--- config.mk ---
export PLATFORM = sky130hd
export DESIGN_NAME = ir_err_sched
export DESIGN_NICKNAME = d
export VERILOG_FILES = /design/src/rtl/ir_sched_pkg.sv /design/src/rtl/ir_frame_timer.sv /design/src/rtl/ir_err_sched.sv
export SDC_FILE = /design/constraint.sdc
export NUM_CORES = 1
export LEC_CHECK = 0
export CAP_MARGIN = 20
export CORE_MARGIN = 2
export CORE_UTILIZATION = 60
export CTS_CLUSTER_DIAMETER = 50
export DETAILED_ROUTE_END_ITERATION = 6
export HOLD_SLACK_MARGIN = 0.15
export PLACE_DENSITY = 0.81
export SYNTH_ARGS = -nofsm -noshare
export SYNTH_HDL_FRONTEND = slang
export SYNTH_SLANG_ARGS = --single-unit
--- constraint.sdc ---
create_clock -name clk -period 5.49 [get_ports clk]
set_input_delay 0.549 -clock clk [delete_from_list [all_inputs] [get_ports clk]]
set_output_delay 0.549 -clock clk [all_outputs]
set_load 0.01 [all_outputs]
--- src/rtl/ir_sched_pkg.sv ---
// ---------------------------------------------------------------------------
// ir_sched_pkg
//   Shared types and helpers for the IR line-sensor scheduler.
//   - state_t        : scheduler FSM state encoding
//   - NUM_CH         : number of IR sensor channels
//   - W_SHIFT_TAB    : per-step weight magnitude as a left-shift amount
//   - W_NEG_TAB      : per-step weight sign (1 = subtract)
//   - weighted_term  : res scaled by the step weight, as a 17-bit signed term
//   - sat16          : clip a 17-bit signed accumulator into 16 bits
// ---------------------------------------------------------------------------
package ir_sched_pkg;

    typedef enum logic [2:0] {
        ST_IDLE   = 3'd0,
        ST_SETTLE = 3'd1,
        ST_START  = 3'd2,
        ST_WAIT   = 3'd3,
        ST_DONE   = 3'd4,
        ST_GAP    = 3'd5
    } state_t;

    localparam int NUM_CH = 8;
    localparam int CNT_W  = 17;

    // Weights {+1,-1,+2,-2,+4,-4,+8,-8}: magnitude is 1 << shift, two bits per step.
    localparam logic [15:0] W_SHIFT_TAB = {2'd3, 2'd3, 2'd2, 2'd2, 2'd1, 2'd1, 2'd0, 2'd0};
    // Odd steps carry the negative weight.
    localparam logic [7:0]  W_NEG_TAB   = 8'b1010_1010;

    // res * W[step] built from a shift and an optional negate (no multiplier).
    function automatic logic signed [16:0] weighted_term(input logic [2:0]  step,
                                                         input logic [11:0] res);
        logic [1:0]          sh;
        logic [16:0]         mag;
        logic signed [16:0]  term;
        sh  = W_SHIFT_TAB[{step, 1'b0} +: 2];
        mag = {5'd0, res} << sh;
        if (W_NEG_TAB[step]) begin
            term = -$signed(mag);
        end else begin
            term = $signed(mag);
        end
        return term;
    endfunction

    // Saturate the 17-bit accumulator to the signed 16-bit error range.
    function automatic logic [15:0] sat16(input logic signed [16:0] v);
        logic [15:0] r;
        if (v > 17'sd32767) begin
            r = 16'h7FFF;
        end else if (v < -17'sd32768) begin
            r = 16'h8000;
        end else begin
            r = v[15:0];
        end
        return r;
    endfunction

endpackage

--- src/rtl/ir_frame_timer.sv ---
// ---------------------------------------------------------------------------
// ir_frame_timer
//   Shared down-counter used for the settle delay, the inter-frame gap and
//   the conversion timeout. A start pulse loads the count; 'expired' is high
//   in the last cycle of the programmed interval (the N-th cycle after start).
//   Ports:
//     clk, rst_n  : clock, asynchronous active-low reset
//     start       : load load_val and begin counting (wins over stop)
//     stop        : abandon the current interval
//     scale       : apply FAST_SIM divide-by-16 to this load
//     load_val    : interval length in cycles (17 bits)
//     expired     : interval has elapsed (valid while running)
// ---------------------------------------------------------------------------
module ir_frame_timer
    import ir_sched_pkg::*;
#(
    parameter int FAST_SIM = 0
) (
    input  logic             clk,
    input  logic             rst_n,
    input  logic             start,
    input  logic             stop,
    input  logic             scale,
    input  logic [CNT_W-1:0] load_val,
    output logic             expired
);

    logic [CNT_W-1:0] cnt_r;
    logic             run_r;
    logic [CNT_W-1:0] scaled_s;
    logic [CNT_W-1:0] eff_s;

    // Effective interval: optional sim speed-up, never shorter than one cycle.
    always_comb begin
        scaled_s = load_val;
        eff_s    = load_val;
        if (scale && (FAST_SIM != 0)) begin
            scaled_s = load_val >> 4;
        end else begin
            scaled_s = load_val;
        end
        if (scaled_s == 17'd0) begin
            eff_s = 17'd1;
        end else begin
            eff_s = scaled_s;
        end
    end

    assign expired = run_r && (cnt_r == 17'd0);

    // Down-counter; stops itself once the interval has expired.
    always_ff @(posedge clk or negedge rst_n) begin
        if (!rst_n) begin
            cnt_r <= 17'd0;
            run_r <= 1'b0;
        end else if (start) begin
            cnt_r <= eff_s - 17'd1;
            run_r <= 1'b1;
        end else if (stop || expired) begin
            cnt_r <= 17'd0;
            run_r <= 1'b0;
        end else if (run_r) begin
            cnt_r <= cnt_r - 17'd1;
        end
    end

endmodule

--- src/rtl/ir_err_sched.sv ---
// ---------------------------------------------------------------------------
// ir_err_sched
//   Schedules the shared A2D across the 8 IR line sensors once per frame and
//   produces a signed, weighted steering error for the PID loop.
//   Frame: IR emitters on -> settle -> 8 conversions -> publish -> emitters
//   off for the inter-frame gap -> repeat. go low parks the block in IDLE.
//   Ports:
//     clk, rst_n    : clock, asynchronous active-low reset
//     go            : enable scheduling
//     cnv_cmplt,res : A2D completion pulse and 12-bit unsigned result
//     strt_cnv      : 1-cycle conversion start, chnnl selects the channel
//     IR_en         : IR emitter enable
//     error         : saturated signed weighted error, held between frames
//     err_vld       : 1-cycle pulse when error/line_present update
//     line_present  : raw sum of all channels above LINE_THRES
//     to_err        : sticky conversion-timeout flag, cleared by a good frame
// ---------------------------------------------------------------------------
module ir_err_sched
    import ir_sched_pkg::*;
#(
    parameter int          FAST_SIM   = 0,
    parameter int          SETTLE_CYC = 4096,
    parameter int          FRAME_CYC  = 65536,
    parameter int          TIMEOUT    = 1024,
    parameter logic [14:0] LINE_THRES = 15'h0400
) (
    input  logic        clk,
    input  logic        rst_n,
    input  logic        go,
    input  logic        cnv_cmplt,
    input  logic [11:0] res,
    output logic        strt_cnv,
    output logic [2:0]  chnnl,
    output logic        IR_en,
    output logic [15:0] error,
    output logic        err_vld,
    output logic        line_present,
    output logic        to_err
);

    localparam logic [CNT_W-1:0] SETTLE_LD  = CNT_W'(SETTLE_CYC);
    localparam logic [CNT_W-1:0] FRAME_LD   = CNT_W'(FRAME_CYC);
    localparam logic [CNT_W-1:0] TIMEOUT_LD = CNT_W'(TIMEOUT);

    state_t             state_r;
    logic [2:0]         step_r;
    logic signed [16:0] acc_r;
    logic [14:0]        raw_r;

    logic signed [16:0] acc_nx_s;
    logic [14:0]        raw_nx_s;
    logic               tmr_start_s;
    logic               tmr_stop_s;
    logic               tmr_scale_s;
    logic [CNT_W-1:0]   tmr_load_s;
    logic               tmr_exp_s;

    // Running sums including the sample arriving this cycle.
    always_comb begin
        acc_nx_s = acc_r + weighted_term(step_r, res);
        raw_nx_s = raw_r + {3'd0, res};
    end

    // Timer load requests, aligned with the FSM transitions that enter
    // SETTLE, WAIT and GAP. Settle/gap lengths are subject to FAST_SIM.
    always_comb begin
        tmr_start_s = 1'b0;
        tmr_stop_s  = !go;
        tmr_scale_s = 1'b0;
        tmr_load_s  = 17'd0;
        if (go) begin
            case (state_r)
                ST_IDLE: begin
                    tmr_start_s = 1'b1;
                    tmr_scale_s = 1'b1;
                    tmr_load_s  = SETTLE_LD;
                end
                ST_START: begin
                    tmr_start_s = 1'b1;
                    tmr_scale_s = 1'b0;
                    tmr_load_s  = TIMEOUT_LD;
                end
                ST_WAIT: begin
                    if (!cnv_cmplt && tmr_exp_s) begin
                        tmr_start_s = 1'b1;
                        tmr_scale_s = 1'b1;
                        tmr_load_s  = FRAME_LD;
                    end else begin
                        tmr_start_s = 1'b0;
                    end
                end
                ST_DONE: begin
                    tmr_start_s = 1'b1;
                    tmr_scale_s = 1'b1;
                    tmr_load_s  = FRAME_LD;
                end
                ST_GAP: begin
                    if (tmr_exp_s) begin
                        tmr_start_s = 1'b1;
                        tmr_scale_s = 1'b1;
                        tmr_load_s  = SETTLE_LD;
                    end else begin
                        tmr_start_s = 1'b0;
                    end
                end
                default: begin
                    tmr_start_s = 1'b0;
                end
            endcase
        end else begin
            tmr_start_s = 1'b0;
        end
    end

    ir_frame_timer #(
        .FAST_SIM (FAST_SIM)
    ) u_timer (
        .clk      (clk),
        .rst_n    (rst_n),
        .start    (tmr_start_s),
        .stop     (tmr_stop_s),
        .scale    (tmr_scale_s),
        .load_val (tmr_load_s),
        .expired  (tmr_exp_s)
    );

    // Frame FSM with registered outputs; go low overrides every state.
    always_ff @(posedge clk or negedge rst_n) begin
        if (!rst_n) begin
            state_r      <= ST_IDLE;
            step_r       <= 3'd0;
            acc_r        <= 17'sd0;
            raw_r        <= 15'd0;
            strt_cnv     <= 1'b0;
            chnnl        <= 3'd0;
            IR_en        <= 1'b0;
            error        <= 16'h0000;
            err_vld      <= 1'b0;
            line_present <= 1'b0;
            to_err       <= 1'b0;
        end else if (!go) begin
            // Partial frame is dropped; published results are kept.
            state_r  <= ST_IDLE;
            strt_cnv <= 1'b0;
            IR_en    <= 1'b0;
            err_vld  <= 1'b0;
        end else begin
            case (state_r)
                ST_IDLE: begin
                    state_r  <= ST_SETTLE;
                    IR_en    <= 1'b1;
                    strt_cnv <= 1'b0;
                    err_vld  <= 1'b0;
                end
                ST_SETTLE: begin
                    if (tmr_exp_s) begin
                        state_r  <= ST_START;
                        step_r   <= 3'd0;
                        acc_r    <= 17'sd0;
                        raw_r    <= 15'd0;
                        chnnl    <= 3'd0;
                        strt_cnv <= 1'b1;
                    end
                end
                ST_START: begin
                    strt_cnv <= 1'b0;
                    state_r  <= ST_WAIT;
                end
                ST_WAIT: begin
                    // A completion in the expiry cycle still counts.
                    if (cnv_cmplt) begin
                        acc_r <= acc_nx_s;
                        raw_r <= raw_nx_s;
                        if (step_r == 3'd7) begin
                            error        <= sat16(acc_nx_s);
                            line_present <= (raw_nx_s > LINE_THRES);
                            err_vld      <= 1'b1;
                            to_err       <= 1'b0;
                            state_r      <= ST_DONE;
                        end else begin
                            step_r   <= step_r + 3'd1;
                            chnnl    <= step_r + 3'd1;
                            strt_cnv <= 1'b1;
                            state_r  <= ST_START;
                        end
                    end else if (tmr_exp_s) begin
                        to_err  <= 1'b1;
                        IR_en   <= 1'b0;
                        state_r <= ST_GAP;
                    end
                end
                ST_DONE: begin
                    err_vld <= 1'b0;
                    IR_en   <= 1'b0;
                    state_r <= ST_GAP;
                end
                ST_GAP: begin
                    if (tmr_exp_s) begin
                        IR_en   <= 1'b1;
                        state_r <= ST_SETTLE;
                    end
                end
                default: begin
                    state_r  <= ST_IDLE;
                    IR_en    <= 1'b0;
                    strt_cnv <= 1'b0;
                    err_vld  <= 1'b0;
                end
            endcase
        end
    end

endmodule

Word-level counts from Yosys, hierarchy flattened
Memories as Yosys holds them, arrays and structs flattened. Index checks and enable logic that the tools add are counted.

$add $sub $neg: 6. Magnitude comparators: 4. Equality and inequality tests: 21. Shift-type cells: 2. Mux-type cells: 50. Reduce and logical (&&, ||, !) cells: 24.

Operators by type and width (count): 17-bit two-way mux (9); 17-bit one-hot mux with 5 select lines (1); 17-bit logical NOT (2); 17-bit one-hot mux with 2 select lines (1); 17-bit by 1-bit subtractor with 17-bit output (second input constant) (2); 16-bit two-way mux (2); 15-bit two-way mux (2); 15-bit one-hot mux with 2 select lines (1); 3-bit two-way mux (9); 3-bit != test (second input constant) (7); 4-bit AND reduction (5); 1-bit two-way mux (18); 3-bit one-hot mux with 6 select lines (1); 17-bit adder (1); 17-bit by 16-bit greater-than comparator with 1-bit output (second input constant) (1); 17-bit by 16-bit < comparator with 1-bit output (second input constant) (1); 17-bit negator (1); 12-bit by 2-bit left shift with 17-bit output (1); 16-bit by 5-bit variable part select with 2-bit output (first input constant) (1); 15-bit by 12-bit adder with 15-bit output (1); 15-bit by 11-bit greater-than comparator with 1-bit output (second input constant) (1); 13-bit two-way mux (1); 2-bit != test (second input constant) (6); 3-bit == test (second input constant) (3); 20 further kinds (29).

Register bits after elaboration: 77. Memory bits (read-only): 8. Output and inout bits: 24. Memories: 1.

Memories: (no name shown) (words 8, width 1, read ports 1, clocked after memory_dff 0, wr ports 0, line ir_sched_pkg.sv:38) `if (W_NEG_TAB[step]) begin`.

Logic depth before layout (Yosys ltp)
Word-level depth: 10. Mapped depth: 21. Mapped depth without buffers: 18.

By module
A second synthesis with hierarchy kept.

Cell total of the unflattened synthesis: 698. Area, all modules: 6035.8 µm².

By module, submodules not included: ir_err_sched (instances 1, cells an instance 535, area an instance 4660.7 µm²); ir_frame_timer (instances 1, cells an instance 163, area an instance 1375.1 µm²).

Worst setup path before layout
OpenSTA, ideal clock, no wires.

Kind: flip-flop to flip-flop. Start: register step_r[2]. End: register error[12]. Setup time: 0.131 ns. Arrival time: 4.663 ns. Required time: 5.359 ns. Setup slack: 0.696 ns. Stages on the path, launching flop included: 21. Path buffers: 4. Period minus slack after synthesis: 4.794 ns. Cell sequence: dfrtp_1 > buf_6 > buf_2 > buf_2 > inv_1 > nand3_1 > ha_1 > nand2_1 > or4_4 > o21ai_0 > xnor2_1 > ha_1 > and3_1 > and3_1 > a21oi_1 > a21oi_1 > a21oi_1 > xor2_1 > clkbuf_1 > o21ai_0 > or3_1.

Cells in the longest elaborated chain, start to end: 8. Elaborated cells between the ends (all ways): 13.

RTL lines: start, declared (line ir_err_sched.sv:46) `logic [2:0] step_r;`; start signal, assigned (line ir_err_sched.sv:181) `step_r <= step_r + 3'd1;`; 16-bit by 5-bit variable part select with 2-bit output (line ir_sched_pkg.sv:36) `sh = W_SHIFT_TAB[{step, 1'b0} +: 2];`; 12-bit by 2-bit left shift with 17-bit output (line ir_sched_pkg.sv:37) `mag = {5'd0, res} << sh;`; 17-bit negator (line ir_sched_pkg.sv:39) `term = -$signed(mag);`; 17-bit two-way mux (line ir_sched_pkg.sv:38); 17-bit adder (line ir_err_sched.sv:60) `acc_nx_s = acc_r + weighted_term(step_r, res);`; 17-bit by 16-bit < comparator with 1-bit output (line ir_sched_pkg.sv:51) `end else if (v < -17'sd32768) begin`; 16-bit two-way mux (line ir_sched_pkg.sv:51); 16-bit two-way mux (line ir_sched_pkg.sv:49) `if (v > 17'sd32767) begin`; end signal, assigned (line ir_err_sched.sv:175) `error <= sat16(acc_nx_s);`; end, declared (line ir_err_sched.sv:35) `output logic [15:0] error,`.

Parallel ways exist; a longest one is shown, timed or not. The select of a mux whose other input is x is not followed. A chain may end at the register's enable or synchronous reset.

Worst setup path in the final report
Start: register step_r[2]. End: register error[4].

The elaborated chain is that of the path after synthesis.

==> flow_summary.toml <==
[critical_path]
cp_max_fo = 16
cp.arrival_ns = 4.88
worstSetupPathType = "flip-flop to flip-flop"
cp.required_ns = 5.73
end_kind = "flip-flop"
crit_path_start_kind = "flip-flop"

[synth]
synth_edf_count = 0
avgSynthCellArea_um2 = 8.47
synthCells = 661
synthesis.area_mm2 = 0.00560
ys_async_sr_fraction = 1.00
synth_top_area_share = 0.344
syn_nets = 712
synth-warning-count = 0
ys_types = 62
seq_area_frac_synth = 0.344
synthTopCellsByArea = "dfrtp_1, ha_1, o21ai_0"
yosys_most_used_dff = "dfrtp_1"
synth_top_cell_by_area = "dfrtp_1"
ys_ff_latch = 77

[grt]
antenna_found_initial = 0
grt_pass1_wl_um = 21800
grt_pass1_vias = 4582
grt_usage = 0.267
grt-ovfl-total = 0
grt_max_degree = 78

[clock_network]
cts_made_buffers = 9
clockBufferDepth = 2
cts_root_buf = "clkbuf_8"
post-cts-setup-buffer-count = 0
cts_num_sinks = 77
cts.clk_slew.worst_paths_ns = 0.08
htreeDepth = 3
hold_buffers = 0
post_cts_resized = 0
cts_tree = "built"
insertion_delay_ns = 0.35

[route]
drtIter0Drc = 368
wl_per_cell_um = 16.1
wirelength_um = 12900
drc_errors = 0
antenna_left = 0
viasPerCell = 6.35
vias = 5079
firstDrtPassIters = 5

[cells_and_area]
drive_gt1_frac = 0.0566
syn_to_final_growth_pct = 11.9
final_area_mm2 = 0.00626
fin_util = 0.684
finalNetCount = 736
num_antenna_cells = 0
fin_cells = 800

[placement]
place.gp.congestion = 0.896
dpl-instance-area_mm2 = 0.00603
hpwl_um = 9220
dp.cells = 784
portBuffers = 39

[timing]
clock.fmax_mhz = 215
fin_skew_ns = 0.00921
min_period_ns = 4.64
tightest_slew_ns = 0.950
drv_slew = 0
setup_violations = 0
relSlewSlack = 0.362
rsz0062_at_grt = "no"
hold_violations = 0
tns_ns = 0
finalCritPeriodShare = 0.845

[pwr]
internal_power_uw = 1780
p_sw_uw = 1560
p_clk_frac = 0.138
p_seq_frac = 0.275
power_density_mw_per_mm2 = 534
power_uw = 3340
power.leakage_uw = 0.00294
vdd_ir_drop_max_mv = 0.243
comb_power_share = 0.587
p_sw_frac = 0.467

[floorplanning]
start_util = 0.611
die_area_mm2 = 0.0101
die_y_um = 101
fp-row-count = 35
fp.dieW_um = 101
core_mm2 = 0.00915
ios = 40

[run_status]
status = "completed"

[min_path]
worstHoldPathType = "primary input to asynchronous set/reset pin"

[flow_run]
maxCapViolations = 0
[path summary, 6_finish.rpt]
path,from,to,slack [ns],depth (start not counted)
hold / removal,rst_n,acc_r[0]$_DFFE_PN0P_,0.13,1
hold reg to reg,raw_r[6]$_DFFE_PN0P_,raw_r[6]$_DFFE_PN0P_,0.50,2
max in group asynchronous,rst_n,u_timer.cnt_r[8]$_DFFE_PN0P_,4.79,2
setup reg to reg,step_r[2]$_DFFE_PN0P_,error[4]$_DFFE_PN0P_,0.85,18
setup / recovery,step_r[2]$_DFFE_PN0P_,error[4]$_DFFE_PN0P_,0.85,18
min in group clk,raw_r[6]$_DFFE_PN0P_,raw_r[6]$_DFFE_PN0P_,0.50,2
[power by group through the flow]
stage | combinational (uW) | clock [uW] | sequential, uW
3_3_place_gp | 1860 | 0 | 917
2_1_floorplan | 1580 | 0 | 836
6_report | 1960 | 461 | 920
5_1_grt | 2180 | 494 | 946
4_1_cts | 1930 | 470 | 915
3_5_place_dp | 1910 | 0 | 924
[state kept, by name (all words and copies together), names as in the netlist]
signal and count:
to_err 1, u_timer.run_r 1, IR_en 1, error 16, strt_cnv 1, u_timer.cnt_r 17, state_r 3, acc_r 17
err_vld 1, raw_r 15, step_r 3, line_present 1
[per-stage QoR]
step                      hold slack [ns]  setup slack (ns)
after detailed placement            0.483             0.536
after global routing                0.163             0.542
after CTS                           0.393             0.876
after floorplan                     0.253             0.696
after global placement              0.470             0.638
final                               0.133             0.849
[layout by cell type (no fill, tap or decap), types with 4 or more instances in the layout]
| master | Yosys | final |
|---|---|---|
| nand2_1 | 79 | 79 |
| dfrtp_1 | 77 | 77 |
| o21ai_0 | 61 | 61 |
| nor2_1 | 59 | 59 |
| a21oi_1 | 48 | 48 |
| clkdlybuf4s50_1 | 0 | 38 |
| ha_1 | 33 | 33 |
| a22o_1 | 20 | 20 |
| nor3_1 | 19 | 19 |
| xnor2_1 | 18 | 18 |
| inv_1 | 18 | 18 |
| xor2_1 | 18 | 18 |
| nand3_1 | 16 | 15 |
| a31oi_1 | 14 | 14 |
| a21o_1 | 12 | 12 |
| mux2i_1 | 10 | 10 |
| a211oi_1 | 9 | 9 |
| or3_1 | 9 | 9 |
| clkbuf_8 | 0 | 9 |
| and3_1 | 7 | 7 |
| nor2b_1 | 7 | 7 |
| buf_4 | 1 | 7 |
| o31ai_1 | 6 | 6 |
| a211o_1 | 6 | 6 |
| nand2b_1 | 6 | 6 |
| mux2_2 | 5 | 5 |
| and2_1 | 5 | 5 |
| a21boi_0 | 5 | 5 |
| a41o_1 | 5 | 5 |
| o22a_1 | 5 | 5 |
| nand4_1 | 4 | 4 |
| o21a_1 | 4 | 4 |
[area by class of cell]
cell class,count,area (um^2)
Multi-Input combinational cell,532,3460
Fill cell,723,2890
Sequential cell,77,1930
Timing Repair Buffer,46,460
Tap cell,111,139
Clock buffer,11,131
Clock inverter,4,73.8
Inverter,19,71.3
[synthesized netlist by cell type (all sizes together), types with 6 or more instances]
cell	number
a211o	6
buf	8
nand2	79
or3	9
inv	19
a21o	12
nor2b	7
a31oi	14
o31ai	6
a211oi	10
a21oi	48
o21ai	61
a22o	20
xor2	18
clkbuf	25
mux2i	11
nand2b	6
ha	33
xnor2	18
nand3	16
and3	7
nor3	20
dfrtp	77
nor2	59
[worst max-delay path, cell delays in order, from the launching register on]
cell and delay [ns]:
dfrtp_1 0.63, inv_1 0.25, nand3_1 0.17, ha_1 0.18, nand2_1 0.07, or4_4 0.54, o21ai_0 0.37, nand2_1 0.12
xnor2_1 0.15, ha_1 0.37, a21o_1 0.21, a21o_1 0.17, a21o_1 0.19, a21oi_1 0.13, o21ai_0 0.11, xnor2_1 0.14
buf_4 0.23, nor3_4 0.10, a2111o_1 0.39
[metal layers]
metal / part of all wire / global-route usage
met5: 0 / 0
met4: 0.011 / 0.0685
met3: 0.046 / 0.0381
met2: 0.48 / 0.438
met1: 0.46 / 0.372
[cells by family (layout without fill, tap and decap cells)]
group           count (synthesis)  after routing  synth area share
fa+ha+maj                      35             35            0.0809
buf+inv                        52             80            0.0387
compound gates                219            219             0.258
mux                            17             17            0.0344
simple gates                  225            225             0.187
xor+xnor                       36             36            0.0564
flops                          77             77             0.344
Power figures use the tool's default switching activity.
